### src/rtl/div_seq_ctrl.sv
// div_seq_ctrl: multi-cycle RV32M DIV/DIVU/REM/REMU sequencer.
// Restoring divider on operand magnitudes, signs fixed up at the end.
module div_seq_ctrl #(
    parameter int XLEN = 32
) (
    input  logic            clk,
    input  logic            rst,
    input  logic            flush,
    input  logic            start_valid,
    output logic            start_ready,
    input  logic [1:0]      op,
    input  logic [XLEN-1:0] dividend,
    input  logic [XLEN-1:0] divisor,
    output logic            result_valid,
    input  logic            result_ready,
    output logic [XLEN-1:0] result,
    output logic            busy
);

    localparam int CW = $clog2(XLEN);
    localparam logic [CW-1:0] LAST_IT = CW'(XLEN - 1);
    localparam logic [XLEN-1:0] MIN_NEG = {1'b1, {(XLEN-1){1'b0}}};

    typedef enum logic [2:0] {
        S_IDLE,
        S_PREP,
        S_DIV,
        S_FIX,
        S_DONE
    } state_t;

    state_t r_state;
    state_t w_nxt;

    logic [1:0]      r_op;
    logic [XLEN-1:0] r_dvd;
    logic [XLEN-1:0] r_dvs;
    logic [XLEN-1:0] r_a;
    logic [XLEN-1:0] r_b;
    logic [XLEN-1:0] r_rem;
    logic [XLEN-1:0] r_q;
    logic [CW-1:0]   r_cnt;
    logic            r_neg_q;
    logic            r_neg_r;
    logic            r_special;
    logic [XLEN-1:0] r_result;

    logic            w_signed;
    logic            w_div0;
    logic            w_ovf;
    logic            w_special;
    logic [XLEN-1:0] w_abs_a;
    logic [XLEN-1:0] w_abs_b;
    logic [XLEN-1:0] w_spec_res;
    logic [XLEN:0]   w_rem_sh;
    logic            w_ge;
    logic [XLEN-1:0] w_rem_sub;
    logic [XLEN-1:0] w_q_fix;
    logic [XLEN-1:0] w_r_fix;

    // Two's-complement magnitude; the most negative value maps to itself.
    function automatic logic [XLEN-1:0] f_abs(input logic [XLEN-1:0] v);
        return v[XLEN-1] ? ~(v - XLEN'(1)) : v;
    endfunction

    // Operand preparation and RISC-V special-case detection.
    always_comb begin
        w_signed  = ~r_op[0];
        w_abs_a   = w_signed ? f_abs(r_dvd) : r_dvd;
        w_abs_b   = w_signed ? f_abs(r_dvs) : r_dvs;
        w_div0    = (r_dvs == '0);
        w_ovf     = w_signed && (r_dvd == MIN_NEG) && (r_dvs == '1);
        w_special = w_div0 || w_ovf;
        if (w_div0) begin
            w_spec_res = r_op[1] ? r_dvd : '1;
        end else begin
            w_spec_res = r_op[1] ? '0 : MIN_NEG;
        end
    end

    // One restoring step; the top bit of the shifted remainder
    // guarantees the subtraction fits once it is set.
    always_comb begin
        w_rem_sh  = {r_rem, r_a[XLEN-1]};
        w_ge      = w_rem_sh[XLEN] || (w_rem_sh[XLEN-1:0] >= r_b);
        w_rem_sub = w_rem_sh[XLEN-1:0] - r_b;
    end

    // Sign restoration of the raw quotient/remainder.
    always_comb begin
        w_q_fix = r_neg_q ? (~r_q + XLEN'(1)) : r_q;
        w_r_fix = r_neg_r ? (~r_rem + XLEN'(1)) : r_rem;
    end

    // State register.
    always_ff @(posedge clk) begin
        if (rst) begin
            r_state <= S_IDLE;
        end else begin
            r_state <= w_nxt;
        end
    end

    // Next-state logic; flush returns to idle from anywhere.
    always_comb begin
        w_nxt = r_state;
        case (r_state)
            S_IDLE: begin
                if (start_valid) begin
                    w_nxt = S_PREP;
                end
            end
            S_PREP: begin
                w_nxt = w_special ? S_FIX : S_DIV;
            end
            S_DIV: begin
                if (r_cnt == LAST_IT) begin
                    w_nxt = S_FIX;
                end
            end
            S_FIX: begin
                w_nxt = S_DONE;
            end
            S_DONE: begin
                if (result_ready) begin
                    w_nxt = S_IDLE;
                end
            end
            default: begin
                w_nxt = S_IDLE;
            end
        endcase
        if (flush) begin
            w_nxt = S_IDLE;
        end
    end

    // Handshake and status outputs decoded from the state.
    always_comb begin
        start_ready  = (r_state == S_IDLE);
        busy         = (r_state != S_IDLE);
        result_valid = (r_state == S_DONE);
        result       = r_result;
    end

    // Datapath registers; a flushed op simply stops advancing.
    always_ff @(posedge clk) begin
        if (rst) begin
            r_op      <= '0;
            r_dvd     <= '0;
            r_dvs     <= '0;
            r_a       <= '0;
            r_b       <= '0;
            r_rem     <= '0;
            r_q       <= '0;
            r_cnt     <= '0;
            r_neg_q   <= 1'b0;
            r_neg_r   <= 1'b0;
            r_special <= 1'b0;
            r_result  <= '0;
        end else if (!flush) begin
            case (r_state)
                S_IDLE: begin
                    if (start_valid) begin
                        r_op  <= op;
                        r_dvd <= dividend;
                        r_dvs <= divisor;
                    end
                end
                S_PREP: begin
                    r_a       <= w_abs_a;
                    r_b       <= w_abs_b;
                    r_neg_q   <= w_signed &&
                                 (r_dvd[XLEN-1] ^ r_dvs[XLEN-1]);
                    r_neg_r   <= w_signed && r_dvd[XLEN-1];
                    r_rem     <= '0;
                    r_q       <= '0;
                    r_cnt     <= '0;
                    r_special <= w_special;
                    if (w_special) begin
                        r_result <= w_spec_res;
                    end
                end
                S_DIV: begin
                    r_rem <= w_ge ? w_rem_sub : w_rem_sh[XLEN-1:0];
                    r_a   <= {r_a[XLEN-2:0], 1'b0};
                    r_q   <= {r_q[XLEN-2:0], w_ge};
                    r_cnt <= r_cnt + CW'(1);
                end
                S_FIX: begin
                    if (!r_special) begin
                        r_result <= r_op[1] ? w_r_fix : w_q_fix;
                    end
                end
                default: begin
                end
            endcase
        end
    end

endmodule
### config.mk
export PLATFORM = sky130hd
export DESIGN_NAME = div_seq_ctrl
export DESIGN_NICKNAME = d
export VERILOG_FILES = /design/src/rtl/div_seq_ctrl.sv
export SDC_FILE = /design/constraint.sdc
export NUM_CORES = 1
export LEC_CHECK = 0
export ABC_AREA = 1
export BUFFER_PORTS_ARGS = -buffer_cell sky130_fd_sc_hd__buf_2
export CORE_MARGIN = 1
export CORE_UTILIZATION = 25
export DETAILED_ROUTE_END_ITERATION = 16
export GPL_TIMING_DRIVEN = 0
export REMOVE_ABC_BUFFERS = 1
export SKIP_LAST_GASP = 1
export SLEW_MARGIN = 40
export SYNTH_ARGS = -nofsm -noshare
export SYNTH_HDL_FRONTEND = slang
export SYNTH_SLANG_ARGS = --single-unit
### constraint.sdc
create_clock -name clk -period 4.4 [get_ports clk]
set_input_delay 0.88 -clock clk [delete_from_list [all_inputs] [get_ports clk]]
set_output_delay 0.88 -clock clk [all_outputs]
set_load 0.1 [all_outputs]
==> flow_summary.html, run 1 <==
<table>
<tr><th>Metric</th><th>Value</th></tr>
<tr><th colspan="2">Floorplan</th></tr>
<tr><td>Initial core utilization</td><td>0.2546</td></tr>
<tr><td>Height of the chip</td><td>about 250 um</td></tr>
<tr><td>Chip width</td><td>253.4 um</td></tr>
<tr><td>Number of core rows</td><td>just over 90</td></tr>
<tr><td>Placeable core region</td><td>slightly above 0.06 mm^2</td></tr>
<tr><td>Boundary Pins</td><td>106</td></tr>
<tr><td>Area enclosed by the die boundary</td><td>around 0.064 mm^2</td></tr>
<tr><th colspan="2">Clock tree</th></tr>
<tr><td>H-tree depth</td><td>1</td></tr>
<tr><td>Clock latency at the later pin of the worst-skew pair</td><td>around 0.57 ns</td></tr>
<tr><td>Max Root-Sink Buffers</td><td>3</td></tr>
<tr><td>CTS clk-pin slew, worst paths</td><td>0.06 ns</td></tr>
<tr><td>Hold-fix buffer count after cts</td><td>0</td></tr>
<tr><td>Root Buffer Master</td><td>sky130_fd_sc_hd__clkbuf_16</td></tr>
<tr><td>Number of gates resized after cts</td><td>0</td></tr>
<tr><td>Clock sinks</td><td>237</td></tr>
<tr><td>Setup Buffers After CTS</td><td>0</td></tr>
<tr><td>TritonCTS clock tree</td><td>done</td></tr>
<tr><td>Number of buffers inserted during clock tree synthesis</td><td>27</td></tr>
<tr><th colspan="2">Timing</th></tr>
<tr><td>Final critical delay including setup and external delays</td><td>~3.4 ns</td></tr>
<tr><td>Final setup TNS</td><td>0 ns</td></tr>
<tr><td>Worst Clk Skew</td><td>0.01872 ns</td></tr>
<tr><td>Transition at the pin with the smallest max-transition slack</td><td>0.7324 ns</td></tr>
<tr><td>Smallest setup slack after layout</td><td>approximately 0.96 ns</td></tr>
<tr><td>Number of endpoints failing setup at the final stage</td><td>0</td></tr>
<tr><td>Number of max-slew violations in the final report</td><td>0</td></tr>
<tr><td>Period utilisation layout</td><td>0.7827</td></tr>
<tr><td>Post-route worst hold slack</td><td>about 0.46 ns</td></tr>
<tr><td>Count of endpoints failing hold in the final timing report</td><td>0</td></tr>
<tr><td>Upper clock frequency limit</td><td>290.4 MHz</td></tr>
<tr><td>Worst slew margin</td><td>0.5105</td></tr>
<tr><td>Unrepaired setup endpoints after global routing</td><td>no</td></tr>
<tr><th colspan="2">Synth</th></tr>
<tr><td>Seq/Total Area, Yosys</td><td>0.3003</td></tr>
<tr><td>Post-Synthesis Cell Area</td><td>0.01580 mm^2</td></tr>
<tr><td>Number of flops mapped to enable cells by yosys</td><td>0</td></tr>
<tr><td>Share of flip-flops with an asynchronous set or reset</td><td>0</td></tr>
<tr><td>Cell count after synthesis</td><td>around 2600</td></tr>
<tr><td>Synth Area per Inst</td><td>around 6.1 um^2</td></tr>
<tr><td>YS warnings</td><td>0</td></tr>
<tr><td>Distinct cell type count after synthesis</td><td>46</td></tr>
<tr><td>Synthesis-stage register bit count</td><td>237</td></tr>
<tr><td>Most frequently used flop master after synthesis</td><td>sky130_fd_sc_hd__dfxtp_1</td></tr>
<tr><th colspan="2">Drt</th></tr>
<tr><td>Antenna violation net count after detailed routing</td><td>0</td></tr>
<tr><td>Detailed-route via count</td><td>roughly 17000</td></tr>
<tr><td>TritonRoute pass-1 iters</td><td>6</td></tr>
<tr><td>DRC marker count from the first detailed-route iteration</td><td>1315</td></tr>
<tr><td>Total routed wirelength</td><td>between 50000 and 60000 um</td></tr>
<tr><td>Routed WL per cell</td><td>approximately 15 um</td></tr>
<tr><td>Residual DRC count</td><td>0</td></tr>
<tr><td>Avg Vias per Cell</td><td>4.799</td></tr>
<tr><th colspan="2">GRT</th></tr>
<tr><td>Largest net degree at the start of global routing</td><td>roughly 110</td></tr>
<tr><td>Antenna violations before repair</td><td>0</td></tr>
<tr><td>Sum of overflow across all layers after global routing</td><td>0</td></tr>
<tr><td>First-pass GRT wire length</td><td>~84000 um</td></tr>
<tr><td>GRT Util Overall</td><td>0.1634</td></tr>
<tr><td>Number of global-route vias before repair</td><td>around 15000</td></tr>
<tr><th colspan="2">Worst setup path</th></tr>
<tr><td>CP peak stage delay</td><td>between 0.4 and 0.5 ns</td></tr>
<tr><td>CP Class</td><td>reg2reg</td></tr>
<tr><td>Data required time of the worst path</td><td>4.89 ns</td></tr>
<tr><td>Cell seen most often among critical-path stages</td><td>sky130_fd_sc_hd__nand2_1</td></tr>
<tr><td>Critical-path cell list</td><td>inv_1, ha_1, fa_1, nand3b_1, nand2_1, nand3_1, nand2_1, nand2_1, nand3_1, nand2_2, nand2_4, nand2_2, nand2_1, nand2_1, a21oi_1</td></tr>
<tr><td>Reg2Reg Launch Point</td><td>r_a[31]</td></tr>
<tr><td>Arr. time, crit path</td><td>between 3 and 4 ns</td></tr>
<tr><td>Biggest fanout along the worst timing path</td><td>33</td></tr>
<tr><td>Endpoint type of the worst setup path</td><td>register</td></tr>
<tr><td>Worst path slowest cell</td><td>sky130_fd_sc_hd__nand2_4</td></tr>
<tr><td>Startpoint Class</td><td>register</td></tr>
<tr><td>Crit path from</td><td>r_a[31]</td></tr>
<tr><th colspan="2">Place</th></tr>
<tr><td>RePlAce Congestion</td><td>~0.9</td></tr>
<tr><td>Minimum setup slack after placement</td><td>1.027 ns</td></tr>
<tr><td>Number of buffers added on ports</td><td>between 100 and 150</td></tr>
<tr><td>Post-DP HPWL</td><td>around 39000 um</td></tr>
<tr><th colspan="2">Flow run</th></tr>
<tr><td>Number of violations of the max-capacitance limit</td><td>0</td></tr>
<tr><th colspan="2">Worst hold path</th></tr>
<tr><td>Path category of the worst min-delay check</td><td>reg2reg</td></tr>
<tr><td>Hold Crit Start</td><td>result[26]</td></tr>
<tr><th colspan="2">Finish</th></tr>
<tr><td>Filler instances</td><td>6912</td></tr>
<tr><td>Synthesis-to-layout area growth</td><td>15.14%</td></tr>
<tr><td>Ratio of cells with drive above 1 in the final layout</td><td>0.08712</td></tr>
<tr><td>Diode count</td><td>0</td></tr>
<tr><td>Total Nets Final</td><td>around 2800</td></tr>
<tr><th colspan="2">Pwr</th></tr>
<tr><td>Leak pwr</td><td>8.277 nW</td></tr>
<tr><td>PD cells</td><td>335.7 mW/mm^2</td></tr>
<tr><td>Maximum vdd drop</td><td>roughly 240 uV</td></tr>
<tr><th colspan="2">Outcome</th></tr>
<tr><td>Status</td><td>finished, final reports clean</td></tr>
</table>
==> flip-flops by register name, indices dropped and copies added (netlist names) <==
register	flops
r_a	32
r_b	32
r_dvd	32
r_dvs	32
r_q	32
r_rem	32
result	32
r_cnt	5
r_state	3
r_op	2
r_neg_q	1
r_neg_r	1
r_special	1
==> routing by layer <==
metal / up-vias / GRT usage / share of wire
li1: 8576 / - / -
met1: 7661 / 0.2192 / 0.46
met2: 464 / 0.2649 / 0.45
met3: 96 / 0.01912 / 0.051
met4: 0 / 0.06476 / 0.037
met5: - / 0 / 0
==> worst max-delay path, delay by kind of cell, from the launching register on <==
family                     cells  cell delay [ns]
and+or+nand+nor               11             2.12
DFF                            1             0.33
buffers and inverters          1             0.11
adders and majority gates      2             0.66
AOI/OAI and AO/OA              1             0.12
==> cell families (layout without fill, tap and decap cells) <==
group	Yosys count	in the layout	synth area share
simple gates	1313	1313	0.3486
compound gates	563	563	0.1908
buf+inv	413	467	0.1039
flops	237	237	0.3003
fa+ha+maj	42	42	0.03373
xor+xnor	41	41	0.02273
==> path summary, 6_finish.rpt <==
check,cells after the start,endpoint,slack [ns]
setup reg to reg,15,r_rem[30],0.96
hold reg to reg,2,result[26],0.46
setup / recovery,15,r_rem[30],0.96
hold / removal,2,result[26],0.46
==> final cells by class <==
class / count / area, um^2 / area share
clock buffers: 35 / 765.7 / 0.04209
clock inverters: 15 / 196.4 / 0.01080
inverters: 298 / 1134 / 0.06231
multi-input cells: 1959 / 9477 / 0.5209
flip-flops and latches: 237 / 4751 / 0.2611
well taps: 837 / 1047 / 0.05756
repair buffers: 119 / 823.3 / 0.04525
==> per-stage QoR <==
step	cell area (um^2)	cells	utilization	power (mW)
after floorplan	15280	2494	-	3.248
after global placement	16850	3436	0.2716	3.635
after detailed placement	17230	3450	0.2777	3.660
after CTS	18190	3500	0.2932	6.142
after global routing	18190	3500	0.2932	6.405
final	18190	3500	0.2932	6.108
==> synth_stat cells (2+ instances only) <==
| cell | number | area share |
|---|---|---|
| sky130_fd_sc_hd__a21oi_2 | 3 | 0.0017 |
| sky130_fd_sc_hd__nor3_2 | 2 | 0.0013 |
| sky130_fd_sc_hd__nand3b_1 | 13 | 0.0062 |
| sky130_fd_sc_hd__inv_2 | 13 | 0.0031 |
| sky130_fd_sc_hd__o21a_1 | 2 | 0.00095 |
| sky130_fd_sc_hd__nor2_4 | 3 | 0.0021 |
| sky130_fd_sc_hd__xnor2_1 | 15 | 0.0083 |
| sky130_fd_sc_hd__buf_6 | 6 | 0.0043 |
| sky130_fd_sc_hd__nor3_1 | 22 | 0.0070 |
| sky130_fd_sc_hd__nand2_2 | 5 | 0.0020 |
| sky130_fd_sc_hd__nand2_1 | 659 | 0.16 |
| sky130_fd_sc_hd__o21ai_2 | 3 | 0.0017 |
| sky130_fd_sc_hd__nand4_1 | 33 | 0.013 |
| sky130_fd_sc_hd__nor2_2 | 12 | 0.0048 |
| sky130_fd_sc_hd__buf_1 | 14 | 0.0033 |
| sky130_fd_sc_hd__buf_2 | 31 | 0.0098 |
| sky130_fd_sc_hd__nand3_1 | 210 | 0.067 |
| sky130_fd_sc_hd__o21bai_1 | 4 | 0.0019 |
| sky130_fd_sc_hd__a31oi_1 | 4 | 0.0016 |
| sky130_fd_sc_hd__inv_1 | 284 | 0.067 |
| sky130_fd_sc_hd__o31ai_1 | 5 | 0.0024 |
| sky130_fd_sc_hd__o21ai_0 | 199 | 0.063 |
| sky130_fd_sc_hd__nand2_4 | 2 | 0.0014 |
| sky130_fd_sc_hd__ha_1 | 41 | 0.032 |
| sky130_fd_sc_hd__xor2_1 | 26 | 0.014 |
| sky130_fd_sc_hd__o221ai_1 | 13 | 0.0072 |
| sky130_fd_sc_hd__clkbuf_1 | 62 | 0.015 |
| sky130_fd_sc_hd__nor2_1 | 339 | 0.081 |
| sky130_fd_sc_hd__o21ai_1 | 37 | 0.012 |
| sky130_fd_sc_hd__nand3_2 | 6 | 0.0038 |
| sky130_fd_sc_hd__dfxtp_1 | 237 | 0.30 |
| sky130_fd_sc_hd__o22ai_1 | 4 | 0.0016 |
| sky130_fd_sc_hd__o211ai_1 | 29 | 0.014 |
| sky130_fd_sc_hd__buf_4 | 2 | 0.00095 |
| sky130_fd_sc_hd__a21oi_1 | 258 | 0.082 |
==> where the power goes <==
part | leakage (nW) | total, mW | switching [mW] | internal, mW
clock | 0.476 | 2.47 | 1.00 | 1.47
sequential | 1.93 | 2.31 | 0.0970 | 2.22
combinational | 5.87 | 1.32 | 0.909 | 0.414
total | 8.28 | 6.11 | 2.01 | 4.10
==> cells in the final DEF, fill, tap and decap left out, types with 8 or more instances in the layout <==
cell                        netlist  final
sky130_fd_sc_hd__a21oi_1        258    258
sky130_fd_sc_hd__buf_2           31    104
sky130_fd_sc_hd__clkbuf_16        0     27
sky130_fd_sc_hd__dfxtp_1        237    234
sky130_fd_sc_hd__ha_1            41     41
sky130_fd_sc_hd__inv_1          284    280
sky130_fd_sc_hd__inv_2           13     14
sky130_fd_sc_hd__nand2_1        659    658
sky130_fd_sc_hd__nand3_1        210    209
sky130_fd_sc_hd__nand3b_1        13     13
sky130_fd_sc_hd__nand4_1         33     33
sky130_fd_sc_hd__nor2_1         339    335
sky130_fd_sc_hd__nor2_2          12     11
sky130_fd_sc_hd__nor2_4           3      8
sky130_fd_sc_hd__nor3_1          22     22
sky130_fd_sc_hd__o211ai_1        29     29
sky130_fd_sc_hd__o21ai_0        199    199
sky130_fd_sc_hd__o21ai_1         37     37
sky130_fd_sc_hd__o221ai_1        13     13
sky130_fd_sc_hd__xnor2_1         15     15
sky130_fd_sc_hd__xor2_1          26     26
Note: power is estimated with default switching activity, not from simulation.
==> run 2: changes to the inputs <==
==> constraint.sdc (replaced) <==
create_clock -name clk -period 3.4 [get_ports clk]
set_input_delay 0.68 -clock clk [delete_from_list [all_inputs] [get_ports clk]]
set_output_delay 0.68 -clock clk [all_outputs]
set_load 0.1 [all_outputs]
==> flow_summary.html, run 2 (synthesized netlist as in run 1, its figures left out) <==
<table>
<tr><th>Metric</th><th>Value</th></tr>
<tr><th colspan="2">Worst hold path</th></tr>
<tr><td>Hold Crit Start</td><td>dividend[17]</td></tr>
<tr><td>Hold-critical path depth</td><td>3 (+1)</td></tr>
<tr><td>Endpoint, Worst Hold</td><td>r_dvd[17]</td></tr>
<tr><td>Path category of the worst min-delay check</td><td>in2reg</td></tr>
<tr><th colspan="2">Worst setup path</th></tr>
<tr><td>Worst path slowest cell</td><td>sky130_fd_sc_hd__fa_1</td></tr>
<tr><td>Endpoint type of the worst setup path</td><td>register</td></tr>
<tr><td>Cell seen most often among critical-path stages</td><td>sky130_fd_sc_hd__nand2_1</td></tr>
<tr><td>Path depth of the worst reg2reg path</td><td>15 (unchanged)</td></tr>
<tr><td>CP Class</td><td>reg2reg</td></tr>
<tr><td>Biggest fanout along the worst timing path</td><td>33 (unchanged)</td></tr>
<tr><td>Critical-path cell list</td><td>inv_1, ha_1, fa_1, nand3b_1, nand2_1, nand3_1, nand2_1, nand2_1, nand3_1, nand2_4, nand2_8, nand2_2, nand2_1, nand2_1, a21oi_1</td></tr>
<tr><td>CP peak stage delay</td><td>0.40 ns (-0.08 ns)</td></tr>
<tr><td>Arr. time, crit path</td><td>3.59 ns (-0.34 ns)</td></tr>
<tr><td>Reg2Reg Launch Point</td><td>r_a[31]</td></tr>
<tr><td>Startpoint Class</td><td>register</td></tr>
<tr><td>Data required time of the worst path</td><td>3.89 ns (-1.00 ns)</td></tr>
<tr><td>Crit-path leading delay family</td><td>simple AND/OR/NAND/NOR gates</td></tr>
<tr><td>Endpoint of the worst-slack reg-to-reg timing path</td><td>r_rem[30]</td></tr>
<tr><td>Worst reg2reg setup slack</td><td>0.30 ns (-0.66 ns)</td></tr>
<tr><td>Critical path buffer and inverter count</td><td>1 (unchanged)</td></tr>
<tr><th colspan="2">GRT</th></tr>
<tr><td>GRT Util Overall</td><td>0.1634 (unchanged)</td></tr>
<tr><td>Sum of overflow across all layers after global routing</td><td>0 (unchanged)</td></tr>
<tr><td>First-pass GRT wire length</td><td>84150 um (unchanged)</td></tr>
<tr><td>Number of global-route vias before repair</td><td>15393 (unchanged)</td></tr>
<tr><td>Largest net degree at the start of global routing</td><td>113 (unchanged)</td></tr>
<tr><td>Antenna violations before repair</td><td>0 (unchanged)</td></tr>
<tr><th colspan="2">Drt</th></tr>
<tr><td>Routed WL per cell</td><td>15.09 um (about the same)</td></tr>
<tr><td>DRC marker count from the first detailed-route iteration</td><td>1333 (+1.4%)</td></tr>
<tr><td>TritonRoute pass-1 iters</td><td>6 (unchanged)</td></tr>
<tr><td>Total routed wirelength</td><td>52810 um (about the same)</td></tr>
<tr><td>Detailed-route via count</td><td>16777 (-0.12%)</td></tr>
<tr><td>Residual DRC count</td><td>0 (unchanged)</td></tr>
<tr><td>Avg Vias per Cell</td><td>4.793 (-0.12%)</td></tr>
<tr><td>Antenna violation net count after detailed routing</td><td>0 (unchanged)</td></tr>
<tr><th colspan="2">Timing</th></tr>
<tr><td>Period utilisation layout</td><td>0.9125 (+0.1298)</td></tr>
<tr><td>Final setup TNS</td><td>0 ns (unchanged)</td></tr>
<tr><td>Count of endpoints failing hold in the final timing report</td><td>0 (unchanged)</td></tr>
<tr><td>Number of max-slew violations in the final report</td><td>0 (unchanged)</td></tr>
<tr><td>Number of endpoints failing setup at the final stage</td><td>0 (unchanged)</td></tr>
<tr><td>Worst slew margin</td><td>0.4765 (-0.03408)</td></tr>
<tr><td>Smallest setup slack after layout</td><td>0.2974 ns (-0.6586 ns)</td></tr>
<tr><td>Worst Clk Skew</td><td>0.01884 ns (+0.0001266 ns)</td></tr>
<tr><td>Upper clock frequency limit</td><td>322.3 MHz (+11%)</td></tr>
<tr><td>Transition at the pin with the smallest max-transition slack</td><td>0.7835 ns (+0.05101 ns)</td></tr>
<tr><td>Post-route worst hold slack</td><td>0.3615 ns (-0.1017 ns)</td></tr>
<tr><td>Unrepaired setup endpoints after global routing</td><td>no</td></tr>
<tr><td>Final critical delay including setup and external delays</td><td>3.103 ns (-0.3414 ns)</td></tr>
<tr><th colspan="2">Place</th></tr>
<tr><td>RePlAce Congestion</td><td>0.9091 (unchanged)</td></tr>
<tr><td>Placed insts</td><td>3450 (unchanged)</td></tr>
<tr><td>Post-DP HPWL</td><td>39450 um (unchanged)</td></tr>
<tr><td>Number of buffers added on ports</td><td>105 (unchanged)</td></tr>
<tr><td>Minimum setup slack after placement</td><td>0.02699 ns (-1.000 ns)</td></tr>
<tr><th colspan="2">Floorplan</th></tr>
<tr><td>Placeable core region</td><td>0.06205 mm^2 (unchanged)</td></tr>
<tr><td>Area enclosed by the die boundary</td><td>0.06421 mm^2 (unchanged)</td></tr>
<tr><td>Number of core rows</td><td>91 (unchanged)</td></tr>
<tr><td>Chip width</td><td>253.4 um (unchanged)</td></tr>
<tr><td>Initial core utilization</td><td>0.2546 (unchanged)</td></tr>
<tr><td>Height of the chip</td><td>253.4 um (unchanged)</td></tr>
<tr><td>Boundary Pins</td><td>106 (unchanged)</td></tr>
<tr><th colspan="2">Finish</th></tr>
<tr><td>Filler-free cell count of the finished design</td><td>3500 (unchanged)</td></tr>
<tr><td>Leading cell types in the layout, fill and taps excluded</td><td>sky130_fd_sc_hd__nand2_1 (658), sky130_fd_sc_hd__nor2_1 (335), sky130_fd_sc_hd__inv_1 (280)</td></tr>
<tr><td>Area of the multi-input gates</td><td>0.009490 mm^2 (+0.15%)</td></tr>
<tr><td>Utilization after layout</td><td>0.2934 (about the same)</td></tr>
<tr><td>Ratio of cells with drive above 1 in the final layout</td><td>0.08712 (unchanged)</td></tr>
<tr><td>Total Nets Final</td><td>2755 (unchanged)</td></tr>
<tr><td>Diode count</td><td>0 (unchanged)</td></tr>
<tr><td>Synthesis-to-layout area growth</td><td>15.23% (about the same)</td></tr>
<tr><td>Most common library cell in the layout ignoring fill and taps</td><td>sky130_fd_sc_hd__nand2_1</td></tr>
<tr><td>Footprint of the flip-flops and latches</td><td>0.004751 mm^2 (unchanged)</td></tr>
<tr><td>Filler instances</td><td>6911 (-0.014%)</td></tr>
<tr><th colspan="2">Clock tree</th></tr>
<tr><td>TritonCTS clock tree</td><td>done</td></tr>
<tr><td>Number of buffers inserted during clock tree synthesis</td><td>27 (unchanged)</td></tr>
<tr><td>Clock latency at the later pin of the worst-skew pair</td><td>0.57 ns (about the same)</td></tr>
<tr><td>Max Root-Sink Buffers</td><td>3 (unchanged)</td></tr>
<tr><td>CTS clk-pin slew, worst paths</td><td>0.07 ns (about the same)</td></tr>
<tr><td>Clock sinks</td><td>237 (unchanged)</td></tr>
<tr><td>Hold-fix buffer count after cts</td><td>0 (unchanged)</td></tr>
<tr><td>Root Buffer Master</td><td>sky130_fd_sc_hd__clkbuf_16</td></tr>
<tr><td>H-tree depth</td><td>1 (unchanged)</td></tr>
<tr><th colspan="2">Flow run</th></tr>
<tr><td>Number of violations of the max-capacitance limit</td><td>0 (unchanged)</td></tr>
<tr><th colspan="2">Pwr</th></tr>
<tr><td>Leak pwr</td><td>8.283 nW (about the same)</td></tr>
<tr><td>PD cells</td><td>434.4 mW/mm^2 (+29%)</td></tr>
<tr><td>Maximum vdd drop</td><td>307.9 uV (+30%)</td></tr>
<tr><th colspan="2">Outcome</th></tr>
<tr><td>Status</td><td>finished, final reports clean</td></tr>
</table>
==> run 2: timing repair <==
action / CTS / global route
pin swaps: 0 / 0
resized for setup: 1 / 1
buffers inserted: 0 / 0
setup endpoints to repair: 5 / 7
==> run 2: power by group <==
group	internal (mW)	switching (mW)	total, mW
sequential	2.87	0.126	2.99
combinational	0.539	1.18	1.72
clock	1.90	1.30	3.20
==> run 2: routing by layer <==
layer,GRT usage,share of wire,wire length (um)
met5,0,0,0
met1,0.2192,0.46,24460
met4,0.06476,0.037,1965
met2,0.2649,0.45,23790
met3,0.01912,0.049,2598
==> run 2: layout make-up <==
class / count / area share
Tap cell: 837 / 0.05752
Inverter: 298 / 0.06226
Timing Repair Buffer: 119 / 0.04522
Clock inverter: 15 / 0.01079
Multi-Input combinational cell: 1959 / 0.5212
Sequential cell: 237 / 0.2609
Clock buffer: 35 / 0.04206
==> run 2: worst max path at each step <==
stage                     cells after the start   endpoint        from
after detailed placement                     15  r_rem[30]     r_a[31]
after CTS                                    15  r_rem[26]     r_a[31]
after floorplan                               7  r_dvd[10]  r_state[2]
after global routing                         15  r_rem[31]     r_a[31]
final                                        15  r_rem[30]     r_a[31]
after global placement                        7  r_rem[30]  r_state[2]
==> run 2: metrics by stage <==
step / area, um^2 / power, mW
after floorplan: 15280 / 4.203
after global placement: 16850 / 4.705
after detailed placement: 17230 / 4.737
after CTS: 18200 / 7.955
after global routing: 18210 / 8.299
final: 18210 / 7.909
==> run 2: worst register-to-register path, stage by stage (launching register included) <==
cell and delay (ns):
sky130_fd_sc_hd__dfxtp_1 0.33, sky130_fd_sc_hd__inv_1 0.11, sky130_fd_sc_hd__ha_1 0.26, sky130_fd_sc_hd__fa_1 0.40
sky130_fd_sc_hd__nand3b_1 0.17, sky130_fd_sc_hd__nand2_1 0.20, sky130_fd_sc_hd__nand3_1 0.10, sky130_fd_sc_hd__nand2_1 0.18
sky130_fd_sc_hd__nand2_1 0.10, sky130_fd_sc_hd__nand3_1 0.13, sky130_fd_sc_hd__nand2_4 0.22, sky130_fd_sc_hd__nand2_8 0.31
sky130_fd_sc_hd__nand2_2 0.23, sky130_fd_sc_hd__nand2_1 0.11, sky130_fd_sc_hd__nand2_1 0.06, sky130_fd_sc_hd__a21oi_1 0.12
==> run 3: changes to the inputs <==
--- a/config.mk
+++ b/config.mk
@@ -8,9 +8,10 @@
 export ABC_AREA = 1
 export BUFFER_PORTS_ARGS = -buffer_cell sky130_fd_sc_hd__buf_2
 export CORE_MARGIN = 1
-export CORE_UTILIZATION = 25
+export CORE_UTILIZATION = 54
 export DETAILED_ROUTE_END_ITERATION = 16
 export GPL_TIMING_DRIVEN = 0
+export PLACE_DENSITY = 0.72
 export REMOVE_ABC_BUFFERS = 1
 export SKIP_LAST_GASP = 1
 export SLEW_MARGIN = 40
==> flow_summary.html, run 3 (synthesized netlist as in run 1, its figures left out) <==
<table>
<tr><th>Metric</th><th>Value</th></tr>
<tr><th colspan="2">Outcome</th></tr>
<tr><td>Status</td><td>finished, final reports clean</td></tr>
<tr><th colspan="2">GRT</th></tr>
<tr><td>Number of global-route vias before repair</td><td>15624 (+1.5%)</td></tr>
<tr><td>Largest net degree at the start of global routing</td><td>82 (-27%)</td></tr>
<tr><td>Sum of overflow across all layers after global routing</td><td>0 (unchanged)</td></tr>
<tr><td>First-pass GRT wire length</td><td>81130 um (-3.6%)</td></tr>
<tr><td>GRT Util Overall</td><td>0.3320 (+0.1686)</td></tr>
<tr><td>Antenna violations before repair</td><td>0 (unchanged)</td></tr>
<tr><th colspan="2">Timing</th></tr>
<tr><td>Upper clock frequency limit</td><td>329.7 MHz (+2.3%)</td></tr>
<tr><td>Period utilisation layout</td><td>0.8920 (-0.02057)</td></tr>
<tr><td>Worst Clk Skew</td><td>0.009218 ns (-0.009626 ns)</td></tr>
<tr><td>Number of endpoints failing setup at the final stage</td><td>0 (unchanged)</td></tr>
<tr><td>Final critical delay including setup and external delays</td><td>3.033 ns (-0.06994 ns)</td></tr>
<tr><td>Count of endpoints failing hold in the final timing report</td><td>0 (unchanged)</td></tr>
<tr><td>Post-route worst hold slack</td><td>0.3673 ns (+0.005803 ns)</td></tr>
<tr><td>Unrepaired setup endpoints after global routing</td><td>no</td></tr>
<tr><td>Worst slew margin</td><td>0.3979 (-0.07854)</td></tr>
<tr><td>Transition at the pin with the smallest max-transition slack</td><td>0.9010 ns (+0.1175 ns)</td></tr>
<tr><td>Number of max-slew violations in the final report</td><td>0 (unchanged)</td></tr>
<tr><th colspan="2">Pwr</th></tr>
<tr><td>Leak pwr</td><td>8.239 nW (-0.52%)</td></tr>
<tr><td>PD cells</td><td>445.0 mW/mm^2 (+2.5%)</td></tr>
<tr><td>Maximum vdd drop</td><td>438.8 uV (+43%)</td></tr>
<tr><th colspan="2">Clock tree</th></tr>
<tr><td>Max Root-Sink Buffers</td><td>3 (unchanged)</td></tr>
<tr><td>Number of buffers inserted during clock tree synthesis</td><td>27 (unchanged)</td></tr>
<tr><td>Clock sinks</td><td>237 (unchanged)</td></tr>
<tr><td>TritonCTS clock tree</td><td>done</td></tr>
<tr><td>Clock latency at the later pin of the worst-skew pair</td><td>0.56 ns (about the same)</td></tr>
<tr><td>CTS clk-pin slew, worst paths</td><td>0.06 ns (about the same)</td></tr>
<tr><td>Root Buffer Master</td><td>sky130_fd_sc_hd__clkbuf_16</td></tr>
<tr><td>H-tree depth</td><td>1 (unchanged)</td></tr>
<tr><th colspan="2">Finish</th></tr>
<tr><td>Synthesis-to-layout area growth</td><td>11.01%</td></tr>
<tr><td>Ratio of cells with drive above 1 in the final layout</td><td>0.08531 (-0.001814)</td></tr>
<tr><td>Most common library cell in the layout ignoring fill and taps</td><td>sky130_fd_sc_hd__nand2_1</td></tr>
<tr><td>Diode count</td><td>0 (unchanged)</td></tr>
<tr><td>Filler-free cell count of the finished design</td><td>3045 (-13%)</td></tr>
<tr><td>Leading cell types in the layout, fill and taps excluded</td><td>sky130_fd_sc_hd__nand2_1 (658), sky130_fd_sc_hd__nor2_1 (335), sky130_fd_sc_hd__inv_1 (280)</td></tr>
<tr><td>Total Nets Final</td><td>2754 (-0.036%)</td></tr>
<tr><th colspan="2">Floorplan</th></tr>
<tr><td>Area enclosed by the die boundary</td><td>0.02995 mm^2 (-53%)</td></tr>
<tr><td>Height of the chip</td><td>173.1 um (-32%)</td></tr>
<tr><td>Placeable core region</td><td>0.02878 mm^2 (-54%)</td></tr>
<tr><td>Initial core utilization</td><td>0.5490 (+0.2944)</td></tr>
<tr><td>Boundary Pins</td><td>106 (unchanged)</td></tr>
<tr><td>Chip width</td><td>173.1 um (-32%)</td></tr>
<tr><td>Number of core rows</td><td>62 (-32%)</td></tr>
<tr><th colspan="2">Drt</th></tr>
<tr><td>TritonRoute pass-1 iters</td><td>5 (-1)</td></tr>
<tr><td>Antenna violation net count after detailed routing</td><td>0 (unchanged)</td></tr>
<tr><td>Routed WL per cell</td><td>16.63 um (+10%)</td></tr>
<tr><td>Residual DRC count</td><td>0 (unchanged)</td></tr>
<tr><td>DRC marker count from the first detailed-route iteration</td><td>1682 (+26%)</td></tr>
<tr><td>Avg Vias per Cell</td><td>5.646 (+18%)</td></tr>
<tr><td>Total routed wirelength</td><td>50640 um (-4.1%)</td></tr>
<tr><td>Detailed-route via count</td><td>17193 (+2.5%)</td></tr>
<tr><th colspan="2">Place</th></tr>
<tr><td>Placed insts</td><td>2995 (-13%)</td></tr>
<tr><td>Number of buffers added on ports</td><td>105 (unchanged)</td></tr>
<tr><td>Post-DP HPWL</td><td>37570 um (-4.8%)</td></tr>
<tr><td>RePlAce Congestion</td><td>0.9926 (+9.2%)</td></tr>
<tr><th colspan="2">Worst setup path</th></tr>
<tr><td>Biggest fanout along the worst timing path</td><td>27 (-18%)</td></tr>
<tr><td>Data required time of the worst path</td><td>3.85 ns (-0.04 ns)</td></tr>
<tr><td>CP Class</td><td>reg2reg</td></tr>
<tr><td>Arr. time, crit path</td><td>3.48 ns (-0.11 ns)</td></tr>
<tr><td>Endpoint type of the worst setup path</td><td>register</td></tr>
<tr><td>Startpoint Class</td><td>register</td></tr>
<tr><th colspan="2">Flow run</th></tr>
<tr><td>Number of violations of the max-capacitance limit</td><td>0 (unchanged)</td></tr>
<tr><th colspan="2">Worst hold path</th></tr>
<tr><td>Path category of the worst min-delay check</td><td>in2reg</td></tr>
</table>
## run 3: changes by cell type in the layout (fill, tap and decap cells not counted), sizes merged
cell,delta
buf,-2
clkbuf,+4
bufinv,-1
nand2,+1
clkinv,-2
inv,-2
## run 3: cell type report
cell class | instances | area, um^2
Inverter | 298 | 1131
Tap cell | 384 | 480.5
Multi-Input combinational cell | 1960 | 9502
Clock inverter | 10 | 142.6
Timing Repair Buffer | 117 | 744.5
Sequential cell | 237 | 4751
Clock buffer | 39 | 790.8
Fill cell | 2914 | 11240
## run 3: per-layer routing
| metal | routed length (um) | track usage | vias up |
|---|---|---|---|
| met1 | 23500 | 0.4705 | 7986 |
| met2 | 22570 | 0.5366 | 549 |
| met3 | 3225 | 0.03298 | 84 |
| met4 | 1348 | 0.08886 | 0 |
| li1 | - | - | 8574 |
| met5 | 0 | 0 | - |
## run 3: report_power, final
part / switching [mW] / internal (mW) / total, mW
registers: 0.124 / 2.87 / 2.99
clock network: 1.23 / 1.84 / 3.07
logic: 1.20 / 0.537 / 1.74
## run 3: worst max-delay path, stage by stage, from the launching register on
cell and delay (ns):
sky130_fd_sc_hd__dfxtp_1 0.33, sky130_fd_sc_hd__inv_1 0.11, sky130_fd_sc_hd__ha_1 0.40, sky130_fd_sc_hd__a21oi_1 0.28, sky130_fd_sc_hd__o21a_1 0.16, sky130_fd_sc_hd__nand2_1 0.07
sky130_fd_sc_hd__nand2_1 0.07, sky130_fd_sc_hd__nand2_1 0.08, sky130_fd_sc_hd__nor2_4 0.68, sky130_fd_sc_hd__nand2_8 0.26, sky130_fd_sc_hd__nand2_2 0.24, sky130_fd_sc_hd__nand2_1 0.07
sky130_fd_sc_hd__nand2_1 0.08, sky130_fd_sc_hd__a21oi_1 0.06
## run 3: timing repair
item / 4_1_cts / 5_1_grt
hold buffers: 0 / 0
buffers inserted: 0 / 0
setup endpoints to repair: 0 / 15
gates resized for setup: 0 / 2
endpoints found under the hold margin: 0 / 0
## run 3: worst paths after layout
kind / startpoint / endpoint / slack [ns] / cells past startpoint
max: r_b[23] / r_rem[31] / 0.37 / 13
min: divisor[23] / r_dvs[23] / 0.37 / 3
max reg2reg: r_b[23] / r_rem[31] / 0.37 / 13
min reg2reg: result[30] / result[30] / 0.47 / 2
## run 3: metrics by stage
stage          utilization  setup TNS, ns  setup slack [ns]  power, mW  cell area (um^2)
3_3_place_gp        0.5658        -447.93            -2.766      4.683             16280
2_1_floorplan            -        -116.46            -1.651      4.203             15280
3_5_place_dp        0.5762              0           0.08496      4.726             16580
5_1_grt             0.6095              0            0.1899      8.181             17540
4_1_cts             0.6086              0           0.05191      7.788             17520
6_report            0.6095              0            0.3673      7.807             17540
